--- config.mk ---
export PLATFORM = sky130hd
export DESIGN_NAME = gcd_unit
export DESIGN_NICKNAME = d
export VERILOG_FILES = /design/src/rtl/gcd_pkg.sv /design/src/rtl/gcd_fsm.sv /design/src/rtl/gcd_parts.sv /design/src/rtl/gcd_unit.sv
export SDC_FILE = /design/constraint.sdc
export NUM_CORES = 1
export LEC_CHECK = 0
export BUFFER_PORTS_ARGS = -buffer_cell sky130_fd_sc_hd__buf_2
export CAP_MARGIN = 40
export CORE_ASPECT_RATIO = 0.9
export CORE_UTILIZATION = 60
export DETAILED_ROUTE_END_ITERATION = 7
export PLACE_DENSITY_LB_ADDON = 0.15
export REMOVE_ABC_BUFFERS = 1
export SLEW_MARGIN = 20
export SYNTH_ARGS = -nofsm -noshare
export SYNTH_HDL_FRONTEND = slang
export SYNTH_SLANG_ARGS = --single-unit
--- constraint.sdc ---
create_clock -name clk -period 7.3 [get_ports clk]
set_clock_uncertainty 0.2 [all_clocks]
set_input_delay 0.365 -clock clk [delete_from_list [all_inputs] [get_ports clk]]
set_output_delay 0.365 -clock clk [all_outputs]
set_load 0.05 [all_outputs]
--- src/rtl/gcd_pkg.sv ---
// Shared types and ALU function codes for the GCD engine.
package gcd_pkg;

    // Controller states, in handshake/compute order.
    typedef enum logic [3:0] {
        IDLE,
        ACK_A,
        WAIT_B,
        CHK_A,
        CHK_B,
        CMP,
        SUB_A,
        SUB_B,
        OUT_A,
        OUT_B,
        DONE
    } state_t;

    // ALU function select.
    localparam logic [1:0] FN_AMB = 2'b00;  // A - B
    localparam logic [1:0] FN_BMA = 2'b01;  // B - A
    localparam logic [1:0] FN_A   = 2'b10;  // pass A
    localparam logic [1:0] FN_B   = 2'b11;  // pass B

endpackage

--- src/rtl/gcd_fsm.sv ---
// Controller for the GCD engine: handshake sequencing plus subtract loop control.
module gcd_fsm
    import gcd_pkg::*;
(
    input  logic       clk_i,
    input  logic       reset_i,
    input  logic       req_i,
    input  logic       z_i,
    input  logic       n_i,
    output logic       ack_o,
    output logic       abor_alu_o,
    output logic       ld_a_o,
    output logic       ld_b_o,
    output logic       ld_c_o,
    output logic [1:0] fn_o
);
    state_t state_q, state_d;

    // State register; reset wins over any in-flight computation.
    always_ff @(posedge clk_i) begin
        if (reset_i) state_q <= IDLE;
        else         state_q <= state_d;
    end

    // Next state and datapath controls; ack depends on state only, never on req.
    always_comb begin
        state_d    = state_q;
        ack_o      = 1'b0;
        abor_alu_o = 1'b0;
        ld_a_o     = 1'b0;
        ld_b_o     = 1'b0;
        ld_c_o     = 1'b0;
        fn_o       = FN_A;
        case (state_q)
            IDLE: begin
                if (req_i) begin
                    ld_a_o  = 1'b1;
                    state_d = ACK_A;
                end
            end
            ACK_A: begin
                ack_o = 1'b1;
                if (!req_i) state_d = WAIT_B;
            end
            WAIT_B: begin
                if (req_i) begin
                    ld_b_o  = 1'b1;
                    state_d = CHK_A;
                end
            end
            CHK_A: begin
                fn_o    = FN_A;
                state_d = z_i ? OUT_B : CHK_B;
            end
            CHK_B: begin
                fn_o    = FN_B;
                state_d = z_i ? OUT_A : CMP;
            end
            CMP: begin
                fn_o = FN_AMB;
                if (z_i)      state_d = OUT_A;
                else if (n_i) state_d = SUB_B;
                else          state_d = SUB_A;
            end
            SUB_A: begin
                fn_o       = FN_AMB;
                abor_alu_o = 1'b1;
                ld_a_o     = 1'b1;
                state_d    = CMP;
            end
            SUB_B: begin
                fn_o       = FN_BMA;
                abor_alu_o = 1'b1;
                ld_b_o     = 1'b1;
                state_d    = CMP;
            end
            OUT_A: begin
                fn_o    = FN_A;
                ld_c_o  = 1'b1;
                state_d = DONE;
            end
            OUT_B: begin
                fn_o    = FN_B;
                ld_c_o  = 1'b1;
                state_d = DONE;
            end
            DONE: begin
                ack_o = 1'b1;
                if (!req_i) state_d = IDLE;
            end
            default: state_d = IDLE;
        endcase
    end
endmodule

--- src/rtl/gcd_parts.sv ---
// Datapath building blocks for the GCD engine: 2:1 mux, load-enable register, ALU.

module c_mux #(
    parameter int N = 16
) (
    input  logic         sel_i,
    input  logic [N-1:0] d0_i,
    input  logic [N-1:0] d1_i,
    output logic [N-1:0] y_o
);
    assign y_o = sel_i ? d1_i : d0_i;
endmodule

module c_reg #(
    parameter int N = 16
) (
    input  logic         clk_i,
    input  logic         en_i,
    input  logic [N-1:0] d_i,
    output logic [N-1:0] q_o
);
    logic [N-1:0] q_q;

    // Operand storage; intentionally not reset, the controller always reloads it.
    always_ff @(posedge clk_i) begin
        if (en_i) q_q <= d_i;
    end

    assign q_o = q_q;
endmodule

module c_alu
    import gcd_pkg::*;
#(
    parameter int N = 16
) (
    input  logic [N-1:0] a_i,
    input  logic [N-1:0] b_i,
    input  logic [1:0]   fn_i,
    output logic [N-1:0] y_o,
    output logic         z_o,
    output logic         n_o
);
    // Operands keep MSB=0, so the result MSB of a subtraction acts as the borrow/sign flag.
    always_comb begin
        y_o = a_i;
        case (fn_i)
            FN_AMB:  y_o = a_i - b_i;
            FN_BMA:  y_o = b_i - a_i;
            FN_A:    y_o = a_i;
            FN_B:    y_o = b_i;
            default: y_o = a_i;
        endcase
    end

    assign z_o = (y_o == '0);
    assign n_o = y_o[N-1];
endmodule

--- src/rtl/gcd_unit.sv ---
// GCD engine top: serial operand handshake, subtractive GCD datapath, registered result.
module gcd_unit
    import gcd_pkg::*;
#(
    parameter int N = 16
) (
    input  logic         clk,
    input  logic         reset,
    input  logic         req,
    input  logic [N-1:0] AB,
    output logic         ack,
    output logic [N-1:0] C
);
    logic [N-1:0] a_d, b_d, a_q, b_q, alu_y, c_q;
    logic         alu_z, alu_n, sel_alu, ld_a, ld_b, ld_c;
    logic [1:0]   fn;

    gcd_fsm u_fsm (
        .clk_i      (clk),
        .reset_i    (reset),
        .req_i      (req),
        .z_i        (alu_z),
        .n_i        (alu_n),
        .ack_o      (ack),
        .abor_alu_o (sel_alu),
        .ld_a_o     (ld_a),
        .ld_b_o     (ld_b),
        .ld_c_o     (ld_c),
        .fn_o       (fn)
    );

    c_mux #(.N(N)) u_mux_a (.sel_i(sel_alu), .d0_i(AB), .d1_i(alu_y), .y_o(a_d));
    c_mux #(.N(N)) u_mux_b (.sel_i(sel_alu), .d0_i(AB), .d1_i(alu_y), .y_o(b_d));

    c_reg #(.N(N)) u_reg_a (.clk_i(clk), .en_i(ld_a), .d_i(a_d), .q_o(a_q));
    c_reg #(.N(N)) u_reg_b (.clk_i(clk), .en_i(ld_b), .d_i(b_d), .q_o(b_q));

    c_alu #(.N(N)) u_alu (
        .a_i  (a_q),
        .b_i  (b_q),
        .fn_i (fn),
        .y_o  (alu_y),
        .z_o  (alu_z),
        .n_o  (alu_n)
    );

    // Result register: cleared by reset, otherwise holds until the next OUT_x load.
    always_ff @(posedge clk) begin
        if (reset)     c_q <= '0;
        else if (ld_c) c_q <= alu_y;
    end

    assign C = c_q;
endmodule

==> metrics.txt, run 1 <==
Critical Path AT 4490 ps; Post-CTS Resized 0; CTS Sinks 52; RSZ-0062 raised after global routing no; Hold Vio Cnt, Final 0; CP max FO 21; Slew HR 0.4206; setup violators final 0; CTS tree done; critical path type reg -> reg; initial DRC count 612; DR pass1 iterations 5; CTS buffer count 5; Max Fclk 225.5 MHz; Core Region 0.007148 sq mm; largest net degree at the start of global routing 46; gr ovfl total 0; CTS max path bufs 2; cts hold-fix bufs 0; top area cells in the synthesized netlist edfxtp_1 21%, dfxtp_1 8.9%, ha_1 8.7%; Slew Limit Fails 0; All-Layer GR Usage 0.3559; flops & latches, synth 52; DRC violations left 0; Vias/cell 6.864; CP Data Required Time 7360 ps; CTS Root Cell clkbuf_8; setup tns final 0 ps; ys async rst share 0; post-route ant nets 0; final net count 613; YS warnings 0; proportion of layout cells with a drive suffix above 1 0.1352; htree depth 2; startpoint types register; Crit Reg-Reg Endpoint u_fsm.state_q[3]; initial core utilization 0.6259; Post-synth top flop edfxtp_1; clk_lat worst skew 320 ps; Static Leak 1.998 nW; PortBufs 35; first-pass GRT wire length 21.42 mm; vias in the first global route 4,051; Hold Path Stages 3; post-CTS setup buffer count 0; worst r2r path cells 10; vias after detailed routing 4,496; Mapped Avg Cell Area 8.180 sq um; HP Class in -> reg; cell row count 29; synthesis-to-layout area growth 8.138%; Mapped Cells 547; GPL Wtd Cong 0.9668; Least-Margin Pin Slew 867.9 ps; Tcrit/Tclk final 0.6076; Boundary Pins 36; die area 0.007807 sq mm; final wirelength 13.50 mm; HPWL Detailed 9.945 mm; area leader, netlist edfxtp_1; Final min period 4436 ps; count of cell types in the netlist 72; mapped cell area 0.004474 sq mm; status finished clean; WL per Instance 20.61 um; hold slack final 158.9 ps; flop2flop setup slack 2860 ps; beginning of the worst hold path AB[3]; Power Density 159.0 mW/mm^2; Yosys top cell area share 0.2148; chip width 93.03 um; Critical Path Sink Type register; ant diodes 0; Hold EP u_reg_b.q_o[3]; R2R Path Start u_fsm.state_q[2]; EDFF count, synth 32; Worst-path clk slew 110 ps; number of max-cap violations 0; die height 83.93 um; initial antenna violation count 0; sequential area share after synthesis 0.3043; Worst VDD drop 0.1285 mV
critical path, stage by stage (launching register included):
cell	delay, ps
dfxtp_1	840
inv_1	580
nand3_1	490
o22ai_1	150
a221oi_1	540
and4bb_1	290
o211ai_1	90
nor4bb_1	310
nand4b_1	200
or4_1	520
a21oi_1	150
placed cells by master (no fill, tap or decap), drive strengths merged, types with 3 or more instances in the layout:
cell type	instances
nand3	13
o22a	4
o21ai	27
a211oi	14
or2	6
ha	31
o211ai	8
nor2b	8
a32oi	4
o221ai	7
a31oi	7
nor2	44
a21o	12
a211o	3
a221oi	12
o22ai	5
nor3b	4
nand2	69
nand4	5
mux2	8
clkbuf	7
mux2i	3
o211a	4
buf	43
dfxtp	20
and3	4
inv	38
a21oi	47
a221o	5
and2	3
nor4	3
edfxtp	32
nand2b	5
o21a	7
nor3	12
state kept, by name, indices dropped and copies added, names as in the netlist:
name / flops
u_reg_a.q_o: 16
u_reg_b.q_o: 16
u_fsm.state_q: 4
C: 16
worst max-delay path by stage:
stage	start	endpoint	cells past startpoint
2_1_floorplan	u_fsm.state_q[3]	u_fsm.state_q[3]	10
3_3_place_gp	u_fsm.state_q[2]	u_fsm.state_q[3]	10
3_5_place_dp	u_fsm.state_q[2]	u_fsm.state_q[3]	10
4_1_cts	u_fsm.state_q[2]	u_fsm.state_q[3]	10
5_1_grt	u_fsm.state_q[2]	u_fsm.state_q[3]	10
6_report	u_fsm.state_q[2]	u_fsm.state_q[3]	10
metrics by stage:
stage                       util  setup WS [ps]  total power (W)  instances  area (sq um)
after global placement    0.6494           3077        0.0005551        642          4642
final                     0.6769           2864        0.0007692        655          4838
after CTS                 0.6748           2957        0.0007590        654          4823
after floorplan                -           3490        0.0004929        511          4304
after global routing      0.6769           2605        0.0007953        655          4838
after detailed placement  0.6585           3012        0.0005612        646          4707
per-layer routing:
metal	wire length, um	GRT usage	vias up
li1	-	-	2062
met1	5935	0.5518	2079
met2	5491	0.4793	324
met3	1781	0.07377	31
met4	292	0.1273	0
met5	0	0	-
Yosys cell counts (all sizes together) (5+ instances only):
cell type  count
a31oi          7
a211oi        14
nand4          5
a221o          5
o21ai         27
nor2          44
o221ai         7
o211ai         8
inv           38
mux2           8
nor2b          8
or2            6
nand2         69
nand2b         5
o21a           7
nand3         13
a221oi        12
a21oi         47
nor3          12
edfxtp        32
ha            31
buf           17
dfxtp         20
clkbuf        19
o22ai          5
a21o          12
cell type report:
class,instances,area [sq um]
clock buffer,7,107.6
clock inverter,1,8.758
fill,597,2310
inverter,38,142.6
multi-input combinational,421,2823
sequential,52,1363
tap,93,116.4
timing repair buffer,43,277.8
where the power goes:
part,internal (W),switching [W]
Sequential,0.000325,0.0000178
Combinational,0.0000818,0.000141
Clock,0.0000986,0.000105
cell families (layout without fill, tap and decap cells):
logic type,after synthesis,in the layout,share of synthesized area
and+or+nand+nor,188,188,0.2058
AOI/OAI and AO/OA,185,185,0.2897
buffers and inverters,74,89,0.06991
DFF,52,52,0.3042
adders and majority gates,33,33,0.09564
muxes,11,11,0.02685
xor gates and xnor gates,4,4,0.007831
Note: power is estimated with default switching activity, not from simulation.
==> inputs of run 2 (changes only) <==
--- a/config.mk
+++ b/config.mk
@@ -8,7 +8,7 @@
 export BUFFER_PORTS_ARGS = -buffer_cell sky130_fd_sc_hd__buf_2
 export CAP_MARGIN = 40
 export CORE_ASPECT_RATIO = 0.9
-export CORE_UTILIZATION = 60
+export CORE_UTILIZATION = 55
 export DETAILED_ROUTE_END_ITERATION = 7
 export PLACE_DENSITY_LB_ADDON = 0.15
 export REMOVE_ABC_BUFFERS = 1
==> constraint.sdc (replaced) <==
create_clock -name clk -period 3.9 [get_ports clk]
set_clock_uncertainty 0.2 [all_clocks]
set_input_delay 0.195 -clock clk [delete_from_list [all_inputs] [get_ports clk]]
set_output_delay 0.195 -clock clk [all_outputs]
set_load 0.05 [all_outputs]
==> metrics.txt, run 2 (same netlist as run 1, synthesis figures left out) <==
Slew Limit Fails 0; vias after detailed routing 4,574; synthesis-to-layout area growth 15.10%; die area 0.008500 sq mm; Vias/cell 6.562; Hold Path Stages 2; initial antenna violation count 0; CTS tree done; Flop pwr share 0.430; Tot Pwr 0.001472 W; internal power 0.0009641 W; vias in the first global route 4,077; sw power 0.0005083 W; proportion of layout cells with a drive suffix above 1 0.1980; CP peak stage delay 450 ps; setup violators final 0; beginning of the worst hold path AB[6]; Static Leak 2.174 nW; CTS Sinks 52; chip width 97.08 um; R2R Path Start u_reg_a.q_o[0]; flop2flop setup slack 120 ps; Comb power frac 0.320; CP dominant cell by count o31a_1; HP Class in -> reg; switching part of the total power 0.3452; die height 87.57 um; Hold EP u_reg_a.q_o[6]; CP max stage cell or4_1; Core Region 0.007695 sq mm; Worst-path clk slew 110 ps; Hold Vio Cnt, Final 0; CP bufs+invs 2; WL per Instance 19.93 um; Final min period 3777 ps; ant diodes 0; Clk network pwr share 0.250; post-route ant nets 0; startpoint types register; Least-Margin Pin Slew 774.0 ps; most frequent cells in the layout 69 x nand2_1, 44 x nor2_1, 41 x a21oi_1; crit-path leading delay family compound AO/OA/AOI/OAI gates; Crit Reg-Reg Endpoint u_fsm.state_q[3]; CP Data Required Time 3960 ps; CTS Root Cell clkbuf_8; CTS buffer count 5; final wirelength 13.89 mm; Worst VDD drop 0.2203 mV; critical path type reg -> reg; Critical Path Sink Type register; Power Density 285.9 mW/mm^2; gr ovfl total 0; final net count 652; Tcrit/Tclk final 0.9684; DRC violations left 0; Finished Cell Area 0.005150 sq mm; cell row count 30; worst r2r path cells 14; CP max FO 4; status finished clean; Slew HR 0.4803; largest net degree at the start of global routing 28; first-pass GRT wire length 21.40 mm; Critical Path, Cell by Cell inv_2 -> ha_2 -> fa_2 -> and4b_1 -> nor4_4 -> o31a_1 -> o31a_1 -> buf_4 -> nor2_1 -> o21ai_0 -> a32oi_1 -> nand4b_1 -> or4_1 -> a21oi_1; commonest non-fill, non-tap cell in the layout nand2_1; initial DRC count 422; HPWL Detailed 10.34 mm; critical path depth 14; number of max-cap violations 0; PortBufs 35; htree depth 2; Critical Path AT 3830 ps; placed cell area 0.004866 sq mm; DR pass1 iterations 5; Boundary Pins 36; All-Layer GR Usage 0.3231; clk_lat worst skew 320 ps; GPL Wtd Cong 1.010; initial core utilization 0.5815; CTS max path bufs 2; Max Fclk 264.8 MHz
run 2: cell types whose count changed in the layout (fill, tap and decap cells not counted), moves of 2 or more:
cell | previous run | this run
a21oi_1 | 44 | 41
a21oi_2 | 3 | 5
buf_4 | 3 | 38
buf_8 | 4 | 1
dlygate4sd3_1 | 0 | 8
fa_1 | 2 | 0
fa_2 | 0 | 2
inv_1 | 38 | 36
inv_2 | 0 | 2
run 2: worst max-delay path by stage:
stage,start,end,slack (ps)
floorplan,u_fsm.state_q[3],u_fsm.state_q[3],90
detailed placement,u_reg_a.q_o[0],u_fsm.state_q[3],-4
CTS,u_reg_a.q_o[0],u_fsm.state_q[3],30
finish,u_reg_a.q_o[0],u_fsm.state_q[3],120
global placement,u_reg_a.q_o[0],u_fsm.state_q[3],80
global route,u_reg_a.q_o[0],u_fsm.state_q[3],-40
run 2: cell type report:
class,count,area [sq um]
inverters,38,142.6
fillers,658,2545
clock buffers,6,93.84
multi-input cells,421,2864
clock inverters,2,11.26
flip-flops and latches,52,1363
well taps,96,120.1
repair buffers,82,555.5
run 2: per-layer routing:
layer / GRT usage / routed length, um
met5: 0 / 0
met4: 0.09091 / 176
met3: 0.07821 / 1522
met2: 0.4936 / 5971
met1: 0.4585 / 6221
run 2: worst reg2reg max path: stages, from the launching register on:
cell      delay, ps
edfxtp_1        410
inv_2            60
ha_2            200
fa_2            420
and4b_1         310
nor4_4           60
o31a_1          340
o31a_1          300
buf_4           150
nor2_1          110
o21ai_0          90
a32oi_1         290
nand4b_1        210
or4_1           450
a21oi_1         130
run 2: through the flow:
stage | instances | setup WS [ps] | hold WS (ps) | TNS (ps) | utilization
after floorplan | 511 | 89.52 | 64.07 | 0 | -
after global placement | 674 | 84.10 | 241.2 | 0 | 0.6304
after detailed placement | 675 | -3.975 | 246.7 | -3.975 | 0.6324
after CTS | 691 | 27.68 | 0.1783 | 0 | 0.6567
after global routing | 697 | -38.20 | 9.081 | -59.64 | 0.6693
final | 697 | 123.3 | 2.223 | 0 | 0.6693
run 2: timing repair:
item                                    4_1_cts  5_1_grt
endpoints found under the setup margin        1        4
buffers inserted                              0        6
pin swaps                                     0       11
endpoints found under the hold margin        14        0
hold buffers                                  8        0
gates resized for setup                       1       13
run 2: power groups by stage:
stage	combinational, W	clock (W)	sequential, W
2_1_floorplan	0.000280	0	0.000643
3_3_place_gp	0.000423	0	0.000644
3_5_place_dp	0.000429	0	0.000646
4_1_cts	0.000439	0.000367	0.000633
5_1_grt	0.000507	0.000381	0.000637
6_report	0.000471	0.000368	0.000634
